`src/rtl/hazard_ctrl.sv`:
```
// Pipeline hazard/stall controller: load-use stalls, mult/div EX occupancy,
// taken-branch flush, and a saturating count of stalled cycles.
module hazard_ctrl #(
    parameter int REG_W     = 5,
    parameter int LU_CYCLES = 1,
    parameter int MD_LAT    = 4,
    parameter int CNT_W     = 16
) (
    input  logic             Clk,
    input  logic             Reset,
    input  logic [REG_W-1:0] IFID_Rs,
    input  logic [REG_W-1:0] IFID_Rt,
    input  logic             IFID_UsesRt,
    input  logic             IDEX_MemRead,
    input  logic [REG_W-1:0] IDEX_Rt,
    input  logic             ID_MDStart,
    input  logic             Branch_Taken,
    output logic             PCWrite,
    output logic             IFID_Write,
    output logic             IFID_Flush,
    output logic             IDEX_Bubble,
    output logic             MD_Busy,
    output logic [CNT_W-1:0] Stall_Count
);

    // state    | meaning
    // RUN      | normal issue; hazards evaluated here
    // LU_STALL | extra load-use stall cycles beyond the first
    // MD_WAIT  | mult/div occupies EX, front end frozen

    localparam int MAX_CYC = (LU_CYCLES > MD_LAT) ? LU_CYCLES : MD_LAT;
    localparam int CW      = $clog2(MAX_CYC) + 1;

    localparam logic [CW-1:0]    LU_LOAD = CW'(LU_CYCLES - 1);
    localparam logic [CW-1:0]    MD_LOAD = CW'(MD_LAT - 1);
    localparam logic [CW-1:0]    CNT_ONE = CW'(1);
    localparam logic [CNT_W-1:0] SAT_MAX = {CNT_W{1'b1}};

    typedef enum logic [1:0] {RUN, LU_STALL, MD_WAIT} stateT;

    stateT         state, stateNext;
    logic [CW-1:0] cnt, cntNext;
    logic          loadUse;

    assign loadUse = IDEX_MemRead && (IDEX_Rt != '0) &&
                     ((IDEX_Rt == IFID_Rs) || (IFID_UsesRt && (IDEX_Rt == IFID_Rt)));

    always_comb begin
        stateNext   = state;
        cntNext     = cnt;
        PCWrite     = 1'b1;
        IFID_Write  = 1'b1;
        IFID_Flush  = 1'b0;
        IDEX_Bubble = 1'b0;
        MD_Busy     = 1'b0;
        case (state)
            RUN: begin
                // A taken branch squashes the ID instruction, so its hazards are moot
                if (Branch_Taken) begin
                    IFID_Flush  = 1'b1;
                    IDEX_Bubble = 1'b1;
                end else if (loadUse) begin
                    PCWrite     = 1'b0;
                    IFID_Write  = 1'b0;
                    IDEX_Bubble = 1'b1;
                    if (LU_CYCLES > 1) begin
                        stateNext = LU_STALL;
                        cntNext   = LU_LOAD;
                    end
                end else if (ID_MDStart) begin
                    stateNext = MD_WAIT;
                    cntNext   = MD_LOAD;
                end
            end
            LU_STALL: begin
                PCWrite     = 1'b0;
                IFID_Write  = 1'b0;
                IDEX_Bubble = 1'b1;
                cntNext     = cnt - CNT_ONE;
                if (cnt == CNT_ONE) stateNext = RUN;
            end
            MD_WAIT: begin
                PCWrite     = 1'b0;
                IFID_Write  = 1'b0;
                IDEX_Bubble = 1'b1;
                MD_Busy     = 1'b1;
                cntNext     = cnt - CNT_ONE;
                if (cnt == CNT_ONE) stateNext = RUN;
            end
            default: begin
                stateNext = RUN;
                cntNext   = '0;
            end
        endcase
        if (Reset) begin
            PCWrite     = 1'b0;
            IFID_Write  = 1'b0;
            IFID_Flush  = 1'b1;
            IDEX_Bubble = 1'b1;
            MD_Busy     = 1'b0;
        end
    end

    always_ff @(posedge Clk or posedge Reset) begin
        if (Reset) begin
            state       <= RUN;
            cnt         <= '0;
            Stall_Count <= '0;
        end else begin
            state <= stateNext;
            cnt   <= cntNext;
            if (!PCWrite && (Stall_Count != SAT_MAX)) Stall_Count <= Stall_Count + 1'b1;
        end
    end

endmodule

```
`config.mk`:
```
export PLATFORM = sky130hd
export DESIGN_NAME = hazard_ctrl
export DESIGN_NICKNAME = d
export VERILOG_FILES = /design/src/rtl/hazard_ctrl.sv
export SDC_FILE = /design/constraint.sdc
export NUM_CORES = 1
export LEC_CHECK = 0
export CORE_MARGIN = 3
export CORE_UTILIZATION = 47
export DETAILED_ROUTE_END_ITERATION = 12
export PLACE_DENSITY = 0.84
export SYNTH_ARGS = -nofsm -noshare
export SYNTH_HDL_FRONTEND = slang
export SYNTH_SLANG_ARGS = --single-unit
```
`constraint.sdc`:
```
create_clock -name Clk -period 3.9 [get_ports Clk]
set_clock_uncertainty 0.2 [all_clocks]
set_input_delay 0.78 -clock Clk [delete_from_list [all_inputs] [get_ports Clk]]
set_output_delay 0.78 -clock Clk [all_outputs]
set_load 0.02 [all_outputs]
```
### Word-level counts from Yosys, hierarchy flattened

Index checks and enable logic that the tools add are counted.

* add/subtract/negate cells: 2
* eq/ne operators: 10
* multiplexer cells: 22
* reductions and logical operators: 11

Operator list (count)
* 16-bit by 1-bit adder with 16-bit output (second input constant): 1
* 16-bit inequality test (second input constant): 1
* 1-bit 2-to-1 mux: 11
* 5-bit == test: 2
* 3-bit 2-to-1 mux: 3
* 2-bit 2-to-1 mux: 4
* 2-bit inequality test (second input constant): 3
* 3-bit case mux with 2 select lines: 1
* 5-bit nonzero test: 1
* 1-bit logical AND: 4
* 1-bit case mux with 2 select lines: 2
* 2-bit case mux with 2 select lines: 1
* 4-bit AND reduction: 1
* 3-bit by 1-bit == test with 1-bit output (second input constant): 1
* 3-bit AND reduction: 1
* 3-bit by 1-bit subtractor with 3-bit output (second input constant): 1
* 2-bit by 1-bit == test with 1-bit output (second input constant): 1
* 2-bit == test (second input constant): 1
* 2-bit zero test: 1
* 2-bit by 1-bit inequality test with 1-bit output (second input constant): 1
* 2-bit OR reduction: 1
* 1-bit zero test: 1
* 1-bit logical OR: 1

* register bits: 21
* bits of input ports: 21
* output and inout port bits: 21
* word-level logic and storage cells: 48

### Longest topological paths before layout

Gate-level depths: netlist (run 1).

* depth after elaboration: 10
* gate-level depth with buffers: 8
* gate-level depth less buffers: 7

### Worst setup path before layout (run 1)

OpenSTA, ideal clock, no wires.

* path kind: input port to output port
* start: input IDEX_Rt[3]
* end: output PCWrite
* data arrival time: 2.031 ns
* required time: 2.920 ns
* slack: 0.889 ns
* cell stages on the path: 6
* buffers on the path: 1
* path through: xor2_1 > nor4_1 > a32oi_1 > o31ai_2 > inv_1 > buf_4

* longest elaborated chain between the ends: 8
* elaborated cells between the ends (all ways): 11
* classes of those cells: 2 x eq/ne; 4 x mux; 5 x reduce/logical

Ends and longest elaborated chain
* start: declaration: line 15 `input logic [REG_W-1:0] IDEX_Rt,`
* 5-bit == test: line 46 `((IDEX_Rt == IFID_Rs) || (IFID_UsesRt && (IDEX_Rt == IFID_Rt)));`
* 1-bit logical AND: line 46
* 1-bit logical OR: line 46
* 1-bit logical AND *: line 45 `assign loadUse = IDEX_MemRead && (IDEX_Rt != '0) &&`
* 1-bit 2-to-1 mux * (2 in series)
* 1-bit case mux with 2 select lines *
* 1-bit 2-to-1 mux *
* end: declaration: line 18 `output logic PCWrite,`

Every way passes the cells marked *; elsewhere a longest branch is shown, timed or not.

### Worst setup path after layout (run 1)

* start: input IDEX_Rt[3]
* end: output IDEX_Bubble

* longest elaborated chain between the ends: 8
* elaborated cells between the ends (all ways): 11
* classes of those cells: 2 x eq/ne; 4 x mux; 5 x reduce/logical

Ends and longest elaborated chain
* 5-bit == test: line 46
* 1-bit logical AND: line 46
* 1-bit logical OR: line 46
* 1-bit logical AND *: line 45
* 1-bit 2-to-1 mux *: line 62 `end else if (loadUse) begin`
* 1-bit 2-to-1 mux *: line 59 `if (Branch_Taken) begin`
* 1-bit case mux with 2 select lines *: line 56 `case (state)`
* 1-bit 2-to-1 mux *: line 95 `if (Reset) begin`
* end: declaration: line 21 `output logic IDEX_Bubble,`

Marked as above.

==> results.sh, run 1 <==
export IMPL_synthCells=115
export IMPL_crit_fanout=3
export IMPL_dp_final_hpwl_mm=2.15
export IMPL_wl_met3_um=83
export IMPL_rsz0062_at_grt="false"
export IMPL_fin_ws_ps=135
export IMPL_slew_viol_final=0
export IMPL_cts_tree="done"
export IMPL_clock_path_buffers=2
export IMPL_antenna_found_initial=0
export IMPL_die_w_um=55.5
export IMPL_worst_r2r_path_depth=6
export IMPL_num_io_pins=42
export IMPL_finalSetupViolations=0
export IMPL_numPortBuffers=41
export IMPL_min_to="Stall_Count[9]"
export IMPL_final_common_cell="clkdlybuf4s50_1"
export IMPL_critPathArrivalTime_ps=2790
export IMPL_syn_area_um2=1150
export IMPL_critPathSlowestCell="clkdlybuf4s50_1"
export IMPL_placed_area_um2=1600
export IMPL_drive_gt1_share_pct=7.50
export IMPL_area_growth_pct=44.0
export IMPL_crit_top_cell="clkdlybuf4s50_1"
export IMPL_slowest_delay_ps=630
export IMPL_n_antenna_cell=0
export IMPL_path_clk_slew_ps=120
export IMPL_drt_initial_drc_count=29
export IMPL_holdPathStages=1
export IMPL_critPathKind="primary input to output port"
export IMPL_wire_per_inst_um=15.0
export IMPL_rr_startpoint="Stall_Count[0]"
export IMPL_critPathLaunchType="primary input"
export IMPL_grt_pass1_wl_mm=4.75
export IMPL_first_global_vias=1019
export IMPL_gp_congestion=0.756
export IMPL_post_cts_resized=0
export IMPL_overflow=0
export IMPL_rows=17
export IMPL_synth_seq_area_share_pct=43.4
export IMPL_wl_met1_mm=1.25
export IMPL_grt_max_degree=21
export IMPL_critPathCaptureType="output port"
export IMPL_cts_buffers=3
export IMPL_max_freq_mhz=266
export IMPL_status="finished, final reports clean"
export IMPL_htreeDepth=1
export IMPL_relSlewSlack_pct=60.2
export IMPL_syn_area_per_cell_um2=10.0
export IMPL_worstSkewPairLatency_ps=300
export IMPL_wl_met2_mm=1.47
export IMPL_finalWirelength_mm=2.82
export IMPL_p_per_area_nw_per_um2=538
export IMPL_core_um2=2280
export IMPL_leakage_uw=0.000709
export IMPL_r2r_slack_ps=1470
export IMPL_root_buffer="clkbuf_4"
export IMPL_final_nets=185
export IMPL_vias=1002
export IMPL_synth_cell_type_count=32
export IMPL_critPathRequiredTime_ps=2920
export IMPL_avgViaCountPerCell=5.33
export IMPL_grt_usage_pct=19.0
export IMPL_finalCritPeriodShare_pct=96.5
export IMPL_most_common_layout_cells="clkdlybuf4s50_1, dfrtp_1, xnor2_1"
export IMPL_path_cells="clkdlybuf4s50_1 -> xor2_1 -> nor4_1 -> a32oi_1 -> o211ai_1 -> clkdlybuf4s50_1"
export IMPL_first_pass_iters=4
export IMPL_die_h_um=55.5
export IMPL_pre_cts_ws_ps=69.2
export IMPL_min_period_ps=3770
export IMPL_setup_tns_ps=0
export IMPL_drc=0
export IMPL_cts_hold_fix_buffers=0
export IMPL_finalPower_uw=893
export IMPL_hold_viol_final=0
export IMPL_synth_net_count=139
export IMPL_postCtsSetupBuffers=0
export IMPL_hold_path_class="flip-flop to flip-flop"
export IMPL_timing_rr_end="Stall_Count[1]"
export IMPL_highest_layer="met4"
export IMPL_synth_seq_cells=20
export IMPL_clock_sinks=20
export IMPL_maxCapViolations=0
export IMPL_die_area_um2=3080
export IMPL_final_area_um2=1660
export IMPL_initial_core_util_pct=50.6
export IMPL_worstMarginPinSlew_ps=597
export IMPL_yosys_warnings=0
export IMPL_ir_worst_vdd_uv=447
export IMPL_ant_nets=0
export IMPL_hold_ws_ps=331
export IMPL_min_delay_start="Stall_Count[9]"
==> area by class of cell <==
| cell class | count | area [µm²] |
|---|---|---|
| well taps | 28 | 35.0 |
| clock inverters | 1 | 30.0 |
| inverters | 6 | 22.5 |
| flip-flops and latches | 20 | 500 |
| repair buffers | 44 | 438 |
| fillers | 176 | 617 |
| clock buffers | 3 | 22.5 |
| multi-input cells | 86 | 611 |
==> metrics by stage <==
| step | instances | utilization [%] |
|---|---|---|
| after floorplan | 115 | - |
| after global placement | 184 | 70.4 |
| after detailed placement | 184 | 70.4 |
| after CTS | 188 | 72.7 |
| after global routing | 188 | 72.9 |
| final | 188 | 72.9 |
==> worst max-delay path: cells and delay by family <==
kind | cells | cell delay (ps)
buffers and inverters | 2 | 1090
AO/OA/AOI/OAI | 2 | 420
AND/OR/NAND/NOR | 1 | 310
XOR/XNOR | 1 | 190
==> worst max-delay path by stage <==
stage | from | to | slack, ps
after detailed placement | IDEX_Rt[3] | IFID_Write | 70
after global routing | IDEX_Rt[3] | IDEX_Bubble | 80
final | IDEX_Rt[3] | IDEX_Bubble | 130
after global placement | IDEX_Rt[3] | IFID_Write | 130
after floorplan | IDEX_Rt[3] | PCWrite | 890
after CTS | IDEX_Rt[3] | IFID_Write | 70
==> report_power, final <==
part | total, µW | leakage (µW) | internal, µW | switching, µW
Sequential | 350 | 0.000256 | 268 | 82.0
Clock | 167 | 0.0000279 | 104 | 63.4
Combinational | 376 | 0.000425 | 192 | 184
Total | 893 | 0.000709 | 564 | 329
==> sequential cells by signal (all words and copies together) (netlist names) <==
name and count:
cnt 3, state 1, Stall_Count 16
==> cell usage after synthesis (all sizes together) <==
master / instances / share of area [%]
nand2: 9 / 2.9
or4: 1 / 0.65
ha: 3 / 3.3
o21ai: 3 / 2.0
nor2b: 3 / 1.6
nand2b: 1 / 0.54
nand4: 12 / 6.5
or2: 1 / 0.54
and4: 1 / 0.76
nand3b: 1 / 0.65
clkbuf: 1 / 0.33
mux2: 3 / 2.9
o211ai: 3 / 2.0
buf: 2 / 1.3
and2: 1 / 0.54
nor3: 1 / 0.43
nor2: 5 / 1.6
a21oi: 1 / 0.43
inv: 6 / 2.0
nand3: 6 / 2.6
xnor2: 13 / 9.9
a32oi: 1 / 0.76
a22oi: 1 / 0.65
and3: 1 / 0.54
mux2i: 1 / 0.87
xor2: 10 / 7.6
or3: 1 / 0.54
nor4: 2 / 1.1
dfrtp: 20 / 43
o31ai: 1 / 1.1
==> per-layer routing <==
| layer | global-route usage [%] | vias up |
|---|---|---|
| li1 | - | 498 |
| met1 | 25.2 | 481 |
| met2 | 33.1 | 21 |
| met3 | 3.04 | 2 |
| met4 | 3.13 | 0 |
| met5 | 0 | - |
==> cell families (layout without fill, tap and decap cells) <==
group / Yosys count / in the layout / share of synthesized area (%)
and+or+nand+nor: 46 / 46 / 21.6
xor gates and xnor gates: 23 / 23 / 17.5
DFF: 20 / 20 / 43.4
AOI/OAI and AO/OA: 10 / 10 / 6.84
buffers and inverters: 9 / 54 / 3.58
muxes: 4 / 4 / 3.80
adders and majority gates: 3 / 3 / 3.26
Power figures use the tool's default switching activity.
==> run 2: changes to the inputs <==
Settings changed: ABC_AREA from default to 1, CORE_UTILIZATION 47 to 48, PLACE_DENSITY 0.84 to 0.8, RECOVER_POWER from default to 25.
Clock period 3.9 ns to 3.6 ns, I/O delays scaled along.
==> results.sh, run 2 <==
export IMPL_synth_ff_type="dfrtp_1"
export IMPL_die_area_um2=3920
export IMPL_overflow=0
export IMPL_final_common_cell="nand2_1"
export IMPL_clock_sinks=20
export IMPL_finalWirelength_mm=3.35
export IMPL_initial_core_util_pct=53.0
export IMPL_ant_nets=0
export IMPL_die_w_um=62.6
export IMPL_n_antenna_cell=0
export IMPL_grt_pass1_wl_mm=6.00
export IMPL_die_h_um=62.6
export IMPL_max_freq_mhz=292
export IMPL_gp_congestion=0.805
export IMPL_synthCells=217
export IMPL_reg_largest_list="Stall_Count x16, cnt x3, state x1"
export IMPL_critPathKind="primary input to output port"
export IMPL_min_period_ps=3420
export IMPL_numPortBuffers=41
export IMPL_rsz0062_at_grt="false"
export IMPL_final_area_um2=1980
export IMPL_syn_area_um2=1540
export IMPL_drive_gt1_share_pct=12.8
export IMPL_min_delay_start="cnt[1]"
export IMPL_clock_path_buffers=2
export IMPL_relSlewSlack_pct=29.1
export IMPL_top_register="Stall_Count"
export IMPL_wire_per_inst_um=11.2
export IMPL_cp_startpoint="IDEX_Rt[2]"
export IMPL_critPathRequiredTime_ps=2680
export IMPL_p_per_area_nw_per_um2=466
export IMPL_synth_edf_count=0
export IMPL_synth_cell_type_count=26
export IMPL_status="finished, final reports clean"
export IMPL_critPathArrivalTime_ps=2500
export IMPL_synth_top_cell_by_area="dfrtp_1"
export IMPL_postCtsSetupBuffers=0
export IMPL_worstMarginPinSlew_ps=1060
export IMPL_rows=19
export IMPL_rr_startpoint="Stall_Count[0]"
export IMPL_post_cts_resized=0
export IMPL_synth_common_cells="nand2_1, inv_1, nand3_1"
export IMPL_root_buffer="clkbuf_4"
export IMPL_cts_hold_fix_buffers=0
export IMPL_largest_reg_flops=16
export IMPL_htreeDepth=1
export IMPL_grt_max_degree=22
export IMPL_fin_ws_ps=178
export IMPL_syn_area_per_cell_um2=7.09
export IMPL_core_um2=2900
export IMPL_antenna_found_initial=0
export IMPL_crit_fanout=3
export IMPL_hold_path_class="flip-flop to flip-flop"
export IMPL_placed_area_um2=1960
export IMPL_cts_tree="done"
export IMPL_pre_cts_ws_ps=182
export IMPL_slew_viol_final=0
export IMPL_vias=1450
export IMPL_num_io_pins=42
export IMPL_first_pass_iters=4
export IMPL_path_clk_slew_ps=110
export IMPL_drc=0
export IMPL_most_common_layout_cells="nand2_1, clkdlybuf4s50_1, inv_1"
export IMPL_yosysTopAreaCellShare_pct=32.5
export IMPL_finalSetupViolations=0
export IMPL_ir_worst_vdd_uv=265
export IMPL_grt_usage_pct=18.3
export IMPL_yosys_warnings=0
export IMPL_synth_seq_cells=20
export IMPL_fin_util_pct=68.2
export IMPL_final_nets=284
export IMPL_area_growth_pct=28.7
export IMPL_ys_async_sr_fraction_pct=100
export IMPL_drt_initial_drc_count=76
export IMPL_maxCapViolations=0
export IMPL_dp_final_hpwl_mm=2.62
export IMPL_cts_buffers=3
export IMPL_synth_area_leaders="dfrtp_1, nand2_1, nand3_1"
export IMPL_first_global_vias=1353
export IMPL_leakage_uw=0.00101
export IMPL_setup_tns_ps=0
export IMPL_avgViaCountPerCell=4.83
export IMPL_synth_net_count=241
export IMPL_critPathLaunchType="primary input"
export IMPL_worstSkewPairLatency_ps=290
export IMPL_critPathCaptureType="output port"
export IMPL_synth_most_common_cell="nand2_1"
export IMPL_synth_seq_area_share_pct=32.5
export IMPL_hold_viol_final=0
export IMPL_finalCritPeriodShare_pct=95.0
## run 2: kinds of logic after synthesis
kind of cell	share of synthesized area (%)
buffers and inverters	11.4
flip-flops	32.5
AND/OR/NAND/NOR	45.6
XOR/XNOR	6.84
AO/OA/AOI/OAI	1.14
adder cells (fa/ha/maj)	2.44
## run 2: where the power goes
| part | total (µW) | switching [µW] | internal, µW | leakage (µW) |
|---|---|---|---|---|
| Sequential | 357 | 74.8 | 283 | 0.000262 |
| Combinational | 463 | 253 | 209 | 0.000735 |
| Clock | 103 | 63.7 | 38.9 | 0.0000138 |
| Total | 923 | 392 | 531 | 0.00101 |
## run 2: worst paths after layout
check                                        to  depth (start not counted)  slack, ps
worst max register to register  Stall_Count[11]                          8       1690
max in group asynchronous        Stall_Count[4]                          3       1510
worst min-delay path                     cnt[1]                          2        290
worst min register to register           cnt[1]                          2        290
worst max-delay path                    PCWrite                          9        180
min in group asynchronous                cnt[0]                          3       1050
## run 2: area by class of cell
type / count / area [µm²]
clock buffer: 3 / 22.5
fill: 253 / 921
inverter: 32 / 120
multi-input combinational: 160 / 862
sequential: 20 / 500
tap: 42 / 52.6
timing repair buffer: 43 / 422
## run 2: critical path: stages
cell	delay, ps
clkdlybuf4s50_1	490
inv_2	90
nand4_1	100
o21ai_0	170
inv_1	100
nand3_2	100
nand2_4	50
inv_1	80
clkdlybuf4s50_1	610
## run 2: stage by stage
step                      hold slack, ps  std cells  power, µW
final                                285        300        923
after floorplan                      242        217        678
after global placement               256        297        818
after global routing                 316        300       1000
after CTS                            293        300        934
after detailed placement             267        297        830
## run 2: per-layer routing
layer	up-vias	track usage [%]	part of all wire [%]
met5	-	0	0
met4	0	6.89	1.7
li1	757	-	-
met2	36	28.2	43
met3	6	3.60	4.4
met1	651	25.4	50
==> run 3: changes to the inputs <==
Settings changed: CORE_MARGIN 3 to 1.5, RECOVER_POWER 25 to default.
==> results.sh, run 3 (same netlist as run 2, synthesis figures left out) <==
export IMPL_reg_largest_list="Stall_Count x16, cnt x3, state x1"
export IMPL_post_cts_resized=0
export IMPL_num_io_pins=42
export IMPL_n_antenna_cell=0
export IMPL_cts_buffers=3
export IMPL_cts_tree="done"
export IMPL_htreeDepth=1
export IMPL_crit_top_cell="nand2_1"
export IMPL_timing_rr_end="Stall_Count[1]"
export IMPL_first_global_vias=1280
export IMPL_slowest_delay_ps=600
export IMPL_finalCritPeriodShare_pct=93.5
export IMPL_critPathKind="primary input to output port"
export IMPL_min_period_ps=3360
export IMPL_relSlewSlack_pct=79.2
export IMPL_finalSetupViolations=0
export IMPL_overflow=0
export IMPL_die_h_um=59.6
export IMPL_leakage_uw=0.00102
export IMPL_hold_viol_final=0
export IMPL_grt_met3_usage_pct=2.40
export IMPL_slew_viol_final=0
export IMPL_final_nets=284
export IMPL_grt_busiest_layer="met2"
export IMPL_worstMarginPinSlew_ps=309
export IMPL_finalPower_uw=951
export IMPL_rsz0062_at_grt="false"
export IMPL_crit_fanout=3
export IMPL_cp_endpoint="IDEX_Bubble"
export IMPL_drc=0
export IMPL_grt_max_degree=22
export IMPL_use_met2_pct=31.2
export IMPL_status="finished, final reports clean"
export IMPL_cp_startpoint="IDEX_Rt[0]"
export IMPL_max_freq_mhz=297
export IMPL_r2r_slack_ps=1660
export IMPL_grt_pass1_wl_mm=5.42
export IMPL_critPathArrivalTime_ps=2440
export IMPL_wire_per_inst_um=10.7
export IMPL_cts_hold_fix_buffers=0
export IMPL_antenna_found_initial=0
export IMPL_core_um2=3050
export IMPL_largest_reg_flops=16
export IMPL_critPathRequiredTime_ps=2680
export IMPL_ant_nets=0
export IMPL_top_register="Stall_Count"
export IMPL_area_growth_pct=30.0
export IMPL_clock_sinks=20
export IMPL_die_area_um2=3550
export IMPL_setup_tns_ps=0
export IMPL_gp_congestion=0.857
export IMPL_path_clk_slew_ps=110
export IMPL_rr_startpoint="Stall_Count[0]"
export IMPL_die_w_um=59.6
export IMPL_dp_final_hpwl_mm=2.43
export IMPL_numPortBuffers=41
export IMPL_critPathCaptureType="output port"
export IMPL_critPathSlowestCell="clkdlybuf4s50_1"
export IMPL_critPathLaunchType="primary input"
export IMPL_first_pass_iters=4
export IMPL_vias=1451
export IMPL_postCtsSetupBuffers=0
export IMPL_finalWirelength_mm=3.23
export IMPL_worstSkewPairLatency_ps=310
export IMPL_avgViaCountPerCell=4.79
export IMPL_initial_core_util_pct=50.4
export IMPL_most_common_layout_cells="nand2_1, clkdlybuf4s50_1, inv_1"
export IMPL_use_met1_pct=28.5
export IMPL_root_buffer="clkbuf_4"
export IMPL_rows=20
export IMPL_drt_initial_drc_count=69
export IMPL_p_per_area_nw_per_um2=476
export IMPL_hold_path_class="flip-flop to flip-flop"
export IMPL_path_cells="clkdlybuf4s50_1 -> inv_2 -> nand2_1 -> nand2_1 -> nor2_1 -> nand3_1 -> nand2_2 -> nand2_1 -> nand3_1 -> clkdlybuf4s50_1"
export IMPL_final_common_cell="nand2_1"
export IMPL_clock_path_buffers=2
export IMPL_drive_gt1_share_pct=13.5
export IMPL_ir_worst_vdd_uv=259
export IMPL_grt_usage_pct=19.9
export IMPL_worst_r2r_path_depth=7
export IMPL_maxCapViolations=0
==> run 3: final cells by class <==
| type | instances | area [µm²] |
|---|---|---|
| flip-flops and latches | 20 | 500 |
| repair buffers | 43 | 425 |
| inverters | 32 | 120 |
| clock buffers | 4 | 36.3 |
| multi-input cells | 160 | 862 |
| fillers | 287 | 1050 |
| well taps | 44 | 55.1 |
==> run 3: how the worst min path moves through the flow <==
stage | startpoint | to | slack (ps) | depth (start not counted)
final | cnt[1] | cnt[1] | 290 | 2
after global routing | cnt[1] | cnt[1] | 320 | 2
after CTS | cnt[1] | cnt[1] | 290 | 2
after detailed placement | cnt[1] | cnt[1] | 260 | 2
after global placement | cnt[1] | cnt[1] | 260 | 2
after floorplan | cnt[1] | cnt[1] | 240 | 2
==> run 3: where the power goes <==
part	switching [µW]	total [µW]	internal, µW
Sequential	75.9	359	283
Clock	69.8	132	61.8
Combinational	251	461	210
==> run 3: through the flow <==
step	instance area (µm²)	std cells	hold WS, ps	setup WS (ps)	util, %
after floorplan	1540	217	242	955	-
after global placement	1960	299	256	215	64.3
after detailed placement	1960	299	259	238	64.3
after CTS	2000	303	286	231	65.5
after global routing	2000	303	316	19.9	65.5
final	2000	303	290	236	65.5
==> run 3: worst max-delay path: cells and delay by family <==
kind | cells | cell delay (ps)
AND/OR/NAND/NOR | 7 | 520
buffers and inverters | 3 | 1190
==> run 3: routing by layer <==
layer | part of all wire [%] | vias to the layer above
met5 | 0 | -
met1 | 49 | 644
met4 | 1.5 | 0
li1 | - | 760
met2 | 43 | 42
met3 | 5.9 | 5
